[src/rtl/wallace_multiplier_pipe.sv]
// Three-stage pipelined WIDTH x WIDTH Wallace multiplier (unsigned/signed per beat).
// Define WALLACE_MULT_ACC_EN to turn the output stage into a multiply-accumulator.
module wallace_multiplier_pipe #(
    parameter int WIDTH = 16
) (
    input  logic                 clk,
    input  logic                 rst,
    input  logic                 in_valid,
    output logic                 in_ready,
    input  logic [WIDTH-1:0]     a,
    input  logic [WIDTH-1:0]     b,
    input  logic                 signed_mode,
    input  logic                 acc_clr,
    output logic                 out_valid,
    input  logic                 out_ready,
    output logic [2*WIDTH-1:0]   result
);

    localparam int PW = 2 * WIDTH;

    function automatic int next_rows(input int unsigned n);
        return int'(2 * (n / 3) + n % 3);
    endfunction

    function automatic int rows_at(input int unsigned lvl);
        int unsigned n;
        n = WIDTH;
        for (int unsigned i = 0; i < lvl; i++) n = next_rows(n);
        return int'(n);
    endfunction

    function automatic int tree_levels();
        int unsigned n;
        int d;
        n = WIDTH;
        d = 0;
        while (n > 2) begin
            n = next_rows(n);
            d++;
        end
        return d;
    endfunction

    localparam int LEVELS = tree_levels();

    logic v1, v2, v3;
    logic adv1, adv2, adv3;

    assign adv3      = !v3 | out_ready;
    assign adv2      = !v2 | adv3;
    assign adv1      = !v1 | adv2;
    assign in_ready  = adv1;
    assign out_valid = v3;

    // S1: partial products; the MSB row of a signed multiplicand carries negative weight
    logic [PW-1:0] b_ext;
    logic [PW-1:0] pp_d [WIDTH];
    logic [PW-1:0] pp_q [WIDTH];

    always_comb begin
        b_ext = signed_mode ? {{WIDTH{b[WIDTH-1]}}, b} : {{WIDTH{1'b0}}, b};
        for (int unsigned i = 0; i < WIDTH; i++) begin
            pp_d[i] = '0;
            if (a[i]) begin
                if (signed_mode && (i == WIDTH - 1)) pp_d[i] = '0 - (b_ext << i);
                else                                 pp_d[i] = b_ext << i;
            end
        end
    end

    // S2: 3:2 compressor tree, rows per level shrink as 2*(n/3) + n%3
    logic [PW-1:0] tree [LEVELS+1][WIDTH];

    for (genvar i = 0; i < WIDTH; i++) begin : g_lvl0
        assign tree[0][i] = pp_q[i];
    end

    for (genvar l = 0; l < LEVELS; l++) begin : g_lvl
        localparam int N = rows_at(l);
        localparam int G = N / 3;
        localparam int M = next_rows(N);
        for (genvar g = 0; g < G; g++) begin : g_csa
            logic [PW-1:0] x, y, z;
            assign x = tree[l][3*g];
            assign y = tree[l][3*g+1];
            assign z = tree[l][3*g+2];
            assign tree[l+1][2*g]   = x ^ y ^ z;
            assign tree[l+1][2*g+1] = ((x & y) | (x & z) | (y & z)) << 1;
        end
        for (genvar k = 0; k < N % 3; k++) begin : g_pass
            assign tree[l+1][2*G+k] = tree[l][3*G+k];
        end
        for (genvar k = M; k < WIDTH; k++) begin : g_pad
            assign tree[l+1][k] = '0;
        end
    end

    logic [PW-1:0] sum_q, carry_q, product;

    always_ff @(posedge clk or posedge rst) begin
        if (rst) begin
            v1 <= 1'b0;
            v2 <= 1'b0;
            v3 <= 1'b0;
        end else begin
            if (adv1) v1 <= in_valid;
            if (adv2) v2 <= v1;
            if (adv3) v3 <= v2;
        end
    end

    always_ff @(posedge clk) begin
        if (adv1) pp_q <= pp_d;
        if (adv2) begin
            sum_q   <= tree[LEVELS][0];
            carry_q <= tree[LEVELS][1];
        end
    end

    assign product = sum_q + carry_q;

`ifdef WALLACE_MULT_ACC_EN
    logic clr1, clr2;

    always_ff @(posedge clk) begin
        if (adv1) clr1 <= acc_clr;
        if (adv2) clr2 <= clr1;
    end

    // result doubles as the accumulator; it only moves when a valid beat enters S3
    always_ff @(posedge clk or posedge rst) begin
        if (rst)             result <= '0;
        else if (adv3 && v2) result <= (clr2 ? '0 : result) + product;
    end
`else
    logic unused_acc_clr;
    assign unused_acc_clr = acc_clr;

    always_ff @(posedge clk or posedge rst) begin
        if (rst)             result <= '0;
        else if (adv3 && v2) result <= product;
    end
`endif

endmodule
[config.mk]
export PLATFORM = sky130hd
export DESIGN_NAME = wallace_multiplier_pipe
export DESIGN_NICKNAME = d
export VERILOG_FILES = /design/src/rtl/wallace_multiplier_pipe.sv
export SDC_FILE = /design/constraint.sdc
export NUM_CORES = 1
export LEC_CHECK = 0
export CORE_MARGIN = 1.5
export CORE_UTILIZATION = 55
export DETAILED_ROUTE_END_ITERATION = 16
export MAX_ROUTING_LAYER = met4
export PLACE_DENSITY = 0.73
export SLEW_MARGIN = 20
export SYNTH_ARGS = -nofsm -noshare
export SYNTH_HDL_FRONTEND = slang
export SYNTH_SLANG_ARGS = --single-unit
[constraint.sdc]
create_clock -name clk -period 37.7 [get_ports clk]
set_input_delay 11.31 -clock clk [delete_from_list [all_inputs] [get_ports clk]]
set_output_delay 11.31 -clock clk [all_outputs]
set_load 0.02 [all_outputs]
=== Yosys cells after proc, flatten, opt, wreduce, memory -nomap -nowiden ===
Index checks and enable logic that the tools add are counted.

* Add/sub/neg operators: 2
* Multiplexer cells: 2
* Bitwise gates (word level): 101
* Reduce and logical (&&, ||, !) cells: 6

{| class="wikitable"
|+ Operators with widths
! operator !! number
|-
| bitwise AND 31 bit || 42
|-
| XOR 32 bit || 28
|-
| bitwise OR 31 bit || 28
|-
| adder 32 bit || 1
|-
| two-way mux 32 bit || 1
|-
| subtractor 1 x 32 -> 32 bit (first input constant) || 1
|-
| two-way mux 31 bit || 1
|-
| AND reduction 2 bit || 2
|-
| zero test 1 bit || 3
|-
| bitwise OR 1 bit || 3
|-
| logical AND 1 bit || 1
|}

* Bits in registers: 610
* Bits of input ports: 38
* Output and inout port bits: 34
* Logic and storage cells: 149

=== Depth between registers and ports, before layout ===
Gate-level depths: netlist of the first run.

* Depth after elaboration: 18
* Mapped depth: 14
* Mapped depth without buffers: 14

=== Worst setup path after synthesis of the first run ===
Ideal clock, no wire load.

* Path type: input port to output port
* From: input port out_ready
* To: output port in_ready
* Arrival: 17,717 ps
* Required time: 26,390 ps
* Slack: 8,673 ps
* Cell stages on the path: 2
* Buffers on the path: 0
* Cell sequence: nor2b_1 nand3_1

* Word-level cells in the longest chain between the ends: 3

{| class="wikitable"
|+ Ends and longest elaborated chain
! element !! RTL line !! RTL
|-
| from (decl) || 15 || <nowiki>input logic out_ready,</nowiki>
|-
| bitwise OR 1 bit || 49 || <nowiki>assign adv3 = !v3 | out_ready;</nowiki>
|-
| bitwise OR 1 bit || 50 || <nowiki>assign adv2 = !v2 | adv3;</nowiki>
|-
| bitwise OR 1 bit || 51 || <nowiki>assign adv1 = !v1 | adv2;</nowiki>
|-
| to (decl) || 9 || <nowiki>output logic in_ready,</nowiki>
|}

Every way passes these cells.

=== Worst setup path after layout of the first run ===
Same ends and word-level chain as after synthesis.

==> results.json, run 1 <==
{
  "yosys_warnings": 0,
  "grt_start_max_net_pins": 92,
  "synth_simple_gate_area_share_pct": 11.18,
  "h-tree-depth": 2,
  "rr_startpoint": "g_lvl[0].g_csa[1].x[30]$_SDFFCE_PN0P_",
  "drt_iter0_drc": 887,
  "antenna_cells": 0,
  "synth-compound-area-share_pct": 3.393,
  "critPathLaunch": "out_ready",
  "routedWlPerCell_microns": 18.86,
  "first_pass_iters": 5,
  "critical_path.max_fanout": 43,
  "place_ws_ps": 12840,
  "area_delta_synth_final_pct": 11.78,
  "crit_type": "primary input to output pin",
  "placedCellCount": 2194,
  "fin_crit_sh_pct": 65.80,
  "dpl_cell_area_sq_um": 22870,
  "ys.flop_type": "edfxtp_1",
  "hpwl_mm": 29.69,
  "cts_tree": "yes",
  "routed-via-count": 11972,
  "hold_viol": 0,
  "cts_setup_buffers": 0,
  "synth_edf_count": 330,
  "ys_seq_area_share_pct": 49.83,
  "syn_inst": 1654,
  "hold_path_class": "flip-flop to flip-flop",
  "via_per_inst": 5.283,
  "ios": 72,
  "grt_overflow": 0,
  "final_common_cell": "edfxtp_1",
  "synth_fa_ha_area_share_pct": 26.27,
  "tns_ps": 0,
  "cp-start-kind": "primary input",
  "crit_path_end_kind": "output pin",
  "total_power_mw": 2.252,
  "worstPathRequired_ps": 26390,
  "muxShareOfSynthArea_pct": 0.1445,
  "cts_buffer_depth": 3,
  "post_synth_num_cell_types": 58,
  "clk_pin_slew_ps": 60,
  "placeableCoreArea_sq_um": 38740,
  "synth_top_family_by_area": "adder cells",
  "fin_crit_ps": 24810,
  "insertion_delay_ps": 560,
  "final_cell_area_sq_um": 24200,
  "die_width_microns": 201.4,
  "timing.slew.headroom_pct": 29.08,
  "drive_gt1_share_pct": 5.092,
  "antenna_found_initial": 0,
  "fp-row-count": 72,
  "chipHeight_microns": 201.4,
  "synth-xor-area-share_pct": 2.549,
  "grt_usage_pct": 22.87,
  "min_from": "g_lvl[0].g_csa[0].x[0]$_SDFFCE_PN0P_",
  "utilization_pct": 62.46,
  "p_leak_nw": 10.41,
  "first_global_vias": 12655,
  "cp_data_arrival_time_ps": 13500,
  "p_per_area_nw_per_um2": 93.06,
  "syn-cell-area_sq_um": 21650,
  "ys_async_sr_fraction_pct": 9.589,
  "hold_buffers": 0,
  "antenna_left": 0,
  "wl_mm": 42.74,
  "skew_ps": 24.50,
  "synth_fp_nets": 1995,
  "most-common-layout-cells": "edfxtp_1 (330), inv_1 (313), and2_1 (253), fa_1 (243), nand2_1 (77)",
  "cts_resized": 0,
  "avgSynthCellArea_sq_um": 13.09,
  "max_freq_mhz": 40.31,
  "setup-violations-final": 0,
  "worstMarginPinSlew_ps": 1061,
  "dieArea_sq_um": 40560,
  "gp_congestion": 0.8520,
  "status": "finished, final reports clean",
  "fin_ws_ps": 12890,
  "grt_pass1_wl_mm": 68.67,
  "fin_nets": 2060,
  "rsz0062_at_grt": "no",
  "drt_drc_violations_left": 0,
  "peakVddDrop_mv": 0.04879,
  "cts_buffers": 40,
  "synth-seq-cells": 365,
  "hold_ws_ps": 425.4,
  "cts_sinks": 365,
  "stdcell_count": 2266,
  "cap_violations": 0,
  "report.final.slew_viol_count": 0,
  "clock-root-buffer": "clkbuf_16",
  "start_util_pct": 55.88,
  "io_buffer_count": 70
}
## state kept, by name, summed over array words and instances, names as in the netlist
name / flops
g_lvl.g_csa.z: 102
g_lvl.g_csa.x: 86
g_lvl.g_csa.y: 85
result: 32
sum_q: 32
carry_q: 25
out_valid: 1
v1: 1
v2: 1
## where the power goes
part	total, mW	switching, mW	internal [mW]	leakage, nW
logic	1.21	0.694	0.515	5.73
clock network	0.391	0.158	0.233	0.641
registers	0.652	0.0326	0.619	4.04
total	2.25	0.884	1.37	10.4
## per-layer routing
metal | track usage (%) | up-vias | part of all wire (%)
met1 | 31.75 | 6136 | 44
met2 | 35.65 | 359 | 48
li1 | - | 5405 | -
met4 | 6.770 | 0 | 2.2
met3 | 3.142 | 72 | 5.8
met5 | - | - | 0
## worst max-delay path, cell delays in order
cell,delay (ps)
clkdlybuf4s50_1,400
nor2b_1,380
nand3_4,550
clkdlybuf4s50_1,830
## area by class of cell
cell class,count,area (sq um)
fillers,2899,14540
flip-flops and latches,365,10790
multi-input cells,912,9440
inverters,313,1175
clock buffers,46,1045
repair buffers,87,847.1
well taps,518,648.1
clock inverters,25,255.2
## kinds of logic after synthesis
group / Yosys count
buf+inv: 377
flops: 365
fa+ha+maj: 310
mux: 3
xor+xnor: 63
compound gates: 112
simple gates: 424
## synthesized netlist by cell type (3+ instances only)
| library cell | count | share of area (%) |
|---|---|---|
| o21a_1 | 5 | 0.17 |
| a21o_1 | 6 | 0.21 |
| o21ai_0 | 33 | 0.76 |
| o211ai_1 | 4 | 0.14 |
| nand2b_1 | 9 | 0.26 |
| and3_1 | 16 | 0.46 |
| nand4_1 | 7 | 0.20 |
| buf_2 | 3 | 0.069 |
| o21bai_1 | 4 | 0.14 |
| ha_1 | 60 | 3.5 |
| a211oi_1 | 3 | 0.10 |
| clkbuf_1 | 55 | 0.95 |
| nor2b_1 | 7 | 0.20 |
| nor4_1 | 3 | 0.087 |
| nand3_1 | 11 | 0.25 |
| o31ai_1 | 5 | 0.17 |
| and2_2 | 5 | 0.17 |
| a21oi_1 | 25 | 0.58 |
| a31oi_1 | 4 | 0.12 |
| xor2_1 | 14 | 0.57 |
| inv_1 | 313 | 5.4 |
| edfxtp_1 | 330 | 46 |
| xnor2_1 | 49 | 2.0 |
| maj3_1 | 7 | 0.32 |
| nand2_1 | 78 | 1.4 |
| fa_1 | 243 | 22 |
| o41ai_1 | 3 | 0.12 |
| nor2_1 | 15 | 0.26 |
| a211o_1 | 3 | 0.12 |
| dfrtp_1 | 35 | 4.0 |
| and2_1 | 253 | 7.3 |
| buf_4 | 3 | 0.10 |
| nor3_1 | 9 | 0.21 |
## final timing paths
check	endpoint	slack, ps	depth (start not counted)
max in group asynchronous	result[23]$_DFFE_PP0P_	26230	3
worst min-delay path	sum_q[0]$_DFFE_PP_	430	0
worst min register to register	sum_q[0]$_DFFE_PP_	430	0
worst max-delay path	in_ready	12890	4
worst max register to register	sum_q[31]$_DFFE_PP_	33100	13
min in group asynchronous	result[9]$_DFFE_PP0P_	11150	3
Power figures use the tool's default switching activity.
==> run 2, diff against run 1 <==
--- a/config.mk
+++ b/config.mk
@@ -9,7 +9,7 @@
 export CORE_UTILIZATION = 55
 export DETAILED_ROUTE_END_ITERATION = 16
 export MAX_ROUTING_LAYER = met4
-export PLACE_DENSITY = 0.73
+export PLACE_DENSITY = 0.76
 export SLEW_MARGIN = 20
 export SYNTH_ARGS = -nofsm -noshare
 export SYNTH_HDL_FRONTEND = slang
==> constraint.sdc (replaced) <==
create_clock -name clk -period 20 [get_ports clk]
set_input_delay 6 -clock clk [delete_from_list [all_inputs] [get_ports clk]]
set_output_delay 6 -clock clk [all_outputs]
set_load 0.02 [all_outputs]
==> results.json, run 2 (synthesis results as in run 1) <==
{
  "timing.slew.headroom_pct": 25.18,
  "most-common-layout-cells": "edfxtp_1 (330), inv_1 (313), and2_1 (253), fa_1 (243), nand2_1 (77)",
  "dieArea_sq_um": 40560,
  "worstMarginPinSlew_ps": 1122,
  "cts_tree": "yes",
  "grt_start_max_net_pins": 92,
  "hold_viol": 0,
  "via_per_inst": 5.318,
  "cp-start-kind": "primary input",
  "peakVddDrop_mv": 0.1212,
  "cts_setup_buffers": 0,
  "utilization_pct": 62.13,
  "fin_crit_sh_pct": 70.87,
  "drt_drc_violations_left": 0,
  "cts_sinks": 365,
  "fin_crit_ps": 14170,
  "cap_violations": 0,
  "crit_path_end_kind": "output pin",
  "tns_ps": 0,
  "setup-violations-final": 0,
  "io_buffer_count": 70,
  "area_delta_synth_final_pct": 11.18,
  "hpwl_mm": 30.07,
  "gp_congestion": 0.8644,
  "clk_pin_slew_ps": 60,
  "start_util_pct": 55.88,
  "h-tree-depth": 2,
  "fin_nets": 2059,
  "worstPathRequired_ps": 14000,
  "antenna_found_initial": 0,
  "fin_ws_ps": 5826,
  "cts_resized": 0,
  "hold_ws_ps": 435.0,
  "routedWlPerCell_microns": 19.34,
  "rsz0062_at_grt": "no",
  "insertion_delay_ps": 550,
  "grt_overflow": 0,
  "clock-root-buffer": "clkbuf_16",
  "p_per_area_nw_per_um2": 175.1,
  "skew_ps": 21.92,
  "grt_usage_pct": 23.05,
  "die_width_microns": 201.4,
  "first_global_vias": 12724,
  "place_ws_ps": 5836,
  "crit_type": "primary input to output pin",
  "final_cell_area_sq_um": 24070,
  "hold_path_class": "flip-flop to flip-flop",
  "cts_buffers": 39,
  "fp-row-count": 72,
  "drive_gt1_share_pct": 4.977,
  "drt_iter0_drc": 836,
  "antenna_left": 0,
  "p_leak_nw": 10.35,
  "fillers": 2900,
  "cts_buffer_depth": 3,
  "final-seq-area_sq_um": 10790,
  "placeableCoreArea_sq_um": 38740,
  "dpl_cell_area_sq_um": 22880,
  "status": "finished, final reports clean",
  "wl_mm": 43.83,
  "ios": 72,
  "report.final.slew_viol_count": 0,
  "chipHeight_microns": 201.4,
  "largest_reg_flops": 102,
  "critical_path.max_fanout": 36,
  "grt_pass1_wl_mm": 69.17,
  "final_common_cell": "edfxtp_1",
  "cp_data_arrival_time_ps": 8170,
  "max_freq_mhz": 70.55,
  "antenna_cells": 0,
  "first_pass_iters": 5,
  "routed-via-count": 12050,
  "hold_buffers": 0,
  "multi_input_area_sq_um": 9440
}
==> run 2: path summary, 6_finish.rpt <==
kind	startpoint	depth (start not counted)	end	slack, ps
worst min-delay path	sum_q[0]$_DFFE_PP_	2	result[0]$_DFFE_PP0P_	430
max in group asynchronous	rst	3	result[27]$_DFFE_PP0P_	13830
min in group asynchronous	rst	3	result[11]$_DFFE_PP0P_	5860
worst max-delay path	out_ready	4	in_ready	5830
worst min register to register	sum_q[0]$_DFFE_PP_	2	result[0]$_DFFE_PP0P_	430
worst max register to register	g_lvl[0].g_csa[0].x[29]$_SDFFCE_PN0P_	14	sum_q[31]$_DFFE_PP_	15410
==> run 2: critical path, cell delays in order <==
cell and delay [ps]:
clkdlybuf4s50_1 400, nor2b_1 410, nand3_4 530, clkdlybuf4s50_1 810
==> run 2: metrics by stage <==
step | instances | power [mW]
3_5_place_dp | 2195 | 3.531
2_1_floorplan | 1654 | 2.743
3_3_place_gp | 2195 | 3.400
5_1_grt | 2266 | 4.564
6_report | 2266 | 4.214
4_1_cts | 2266 | 4.245
==> run 2: final cells by class <==
cell class,count,area share [%]
Clock buffer,54,4.419
Timing Repair Buffer,87,3.437
Sequential cell,365,44.82
Clock inverter,17,0.5251
Inverter,313,4.882
Multi-Input combinational cell,912,39.23
Tap cell,518,2.693
==> run 2: metal layers <==
layer | track usage (%) | wire [microns] | vias to the layer above
met5 | - | 0 | -
met1 | 29.84 | 18180 | 6150
met4 | 7.249 | 1184 | 0
met2 | 37.19 | 21330 | 408
met3 | 4.341 | 3141 | 87
li1 | - | - | 5405
==> run 2: where the power goes <==
| group | switching (mW) | internal, mW | leakage [nW] |
|---|---|---|---|
| Sequential | 0.0632 | 1.17 | 4.04 |
| Clock | 0.293 | 0.387 | 0.585 |
| Combinational | 1.33 | 0.976 | 5.72 |
| Total | 1.68 | 2.53 | 10.3 |
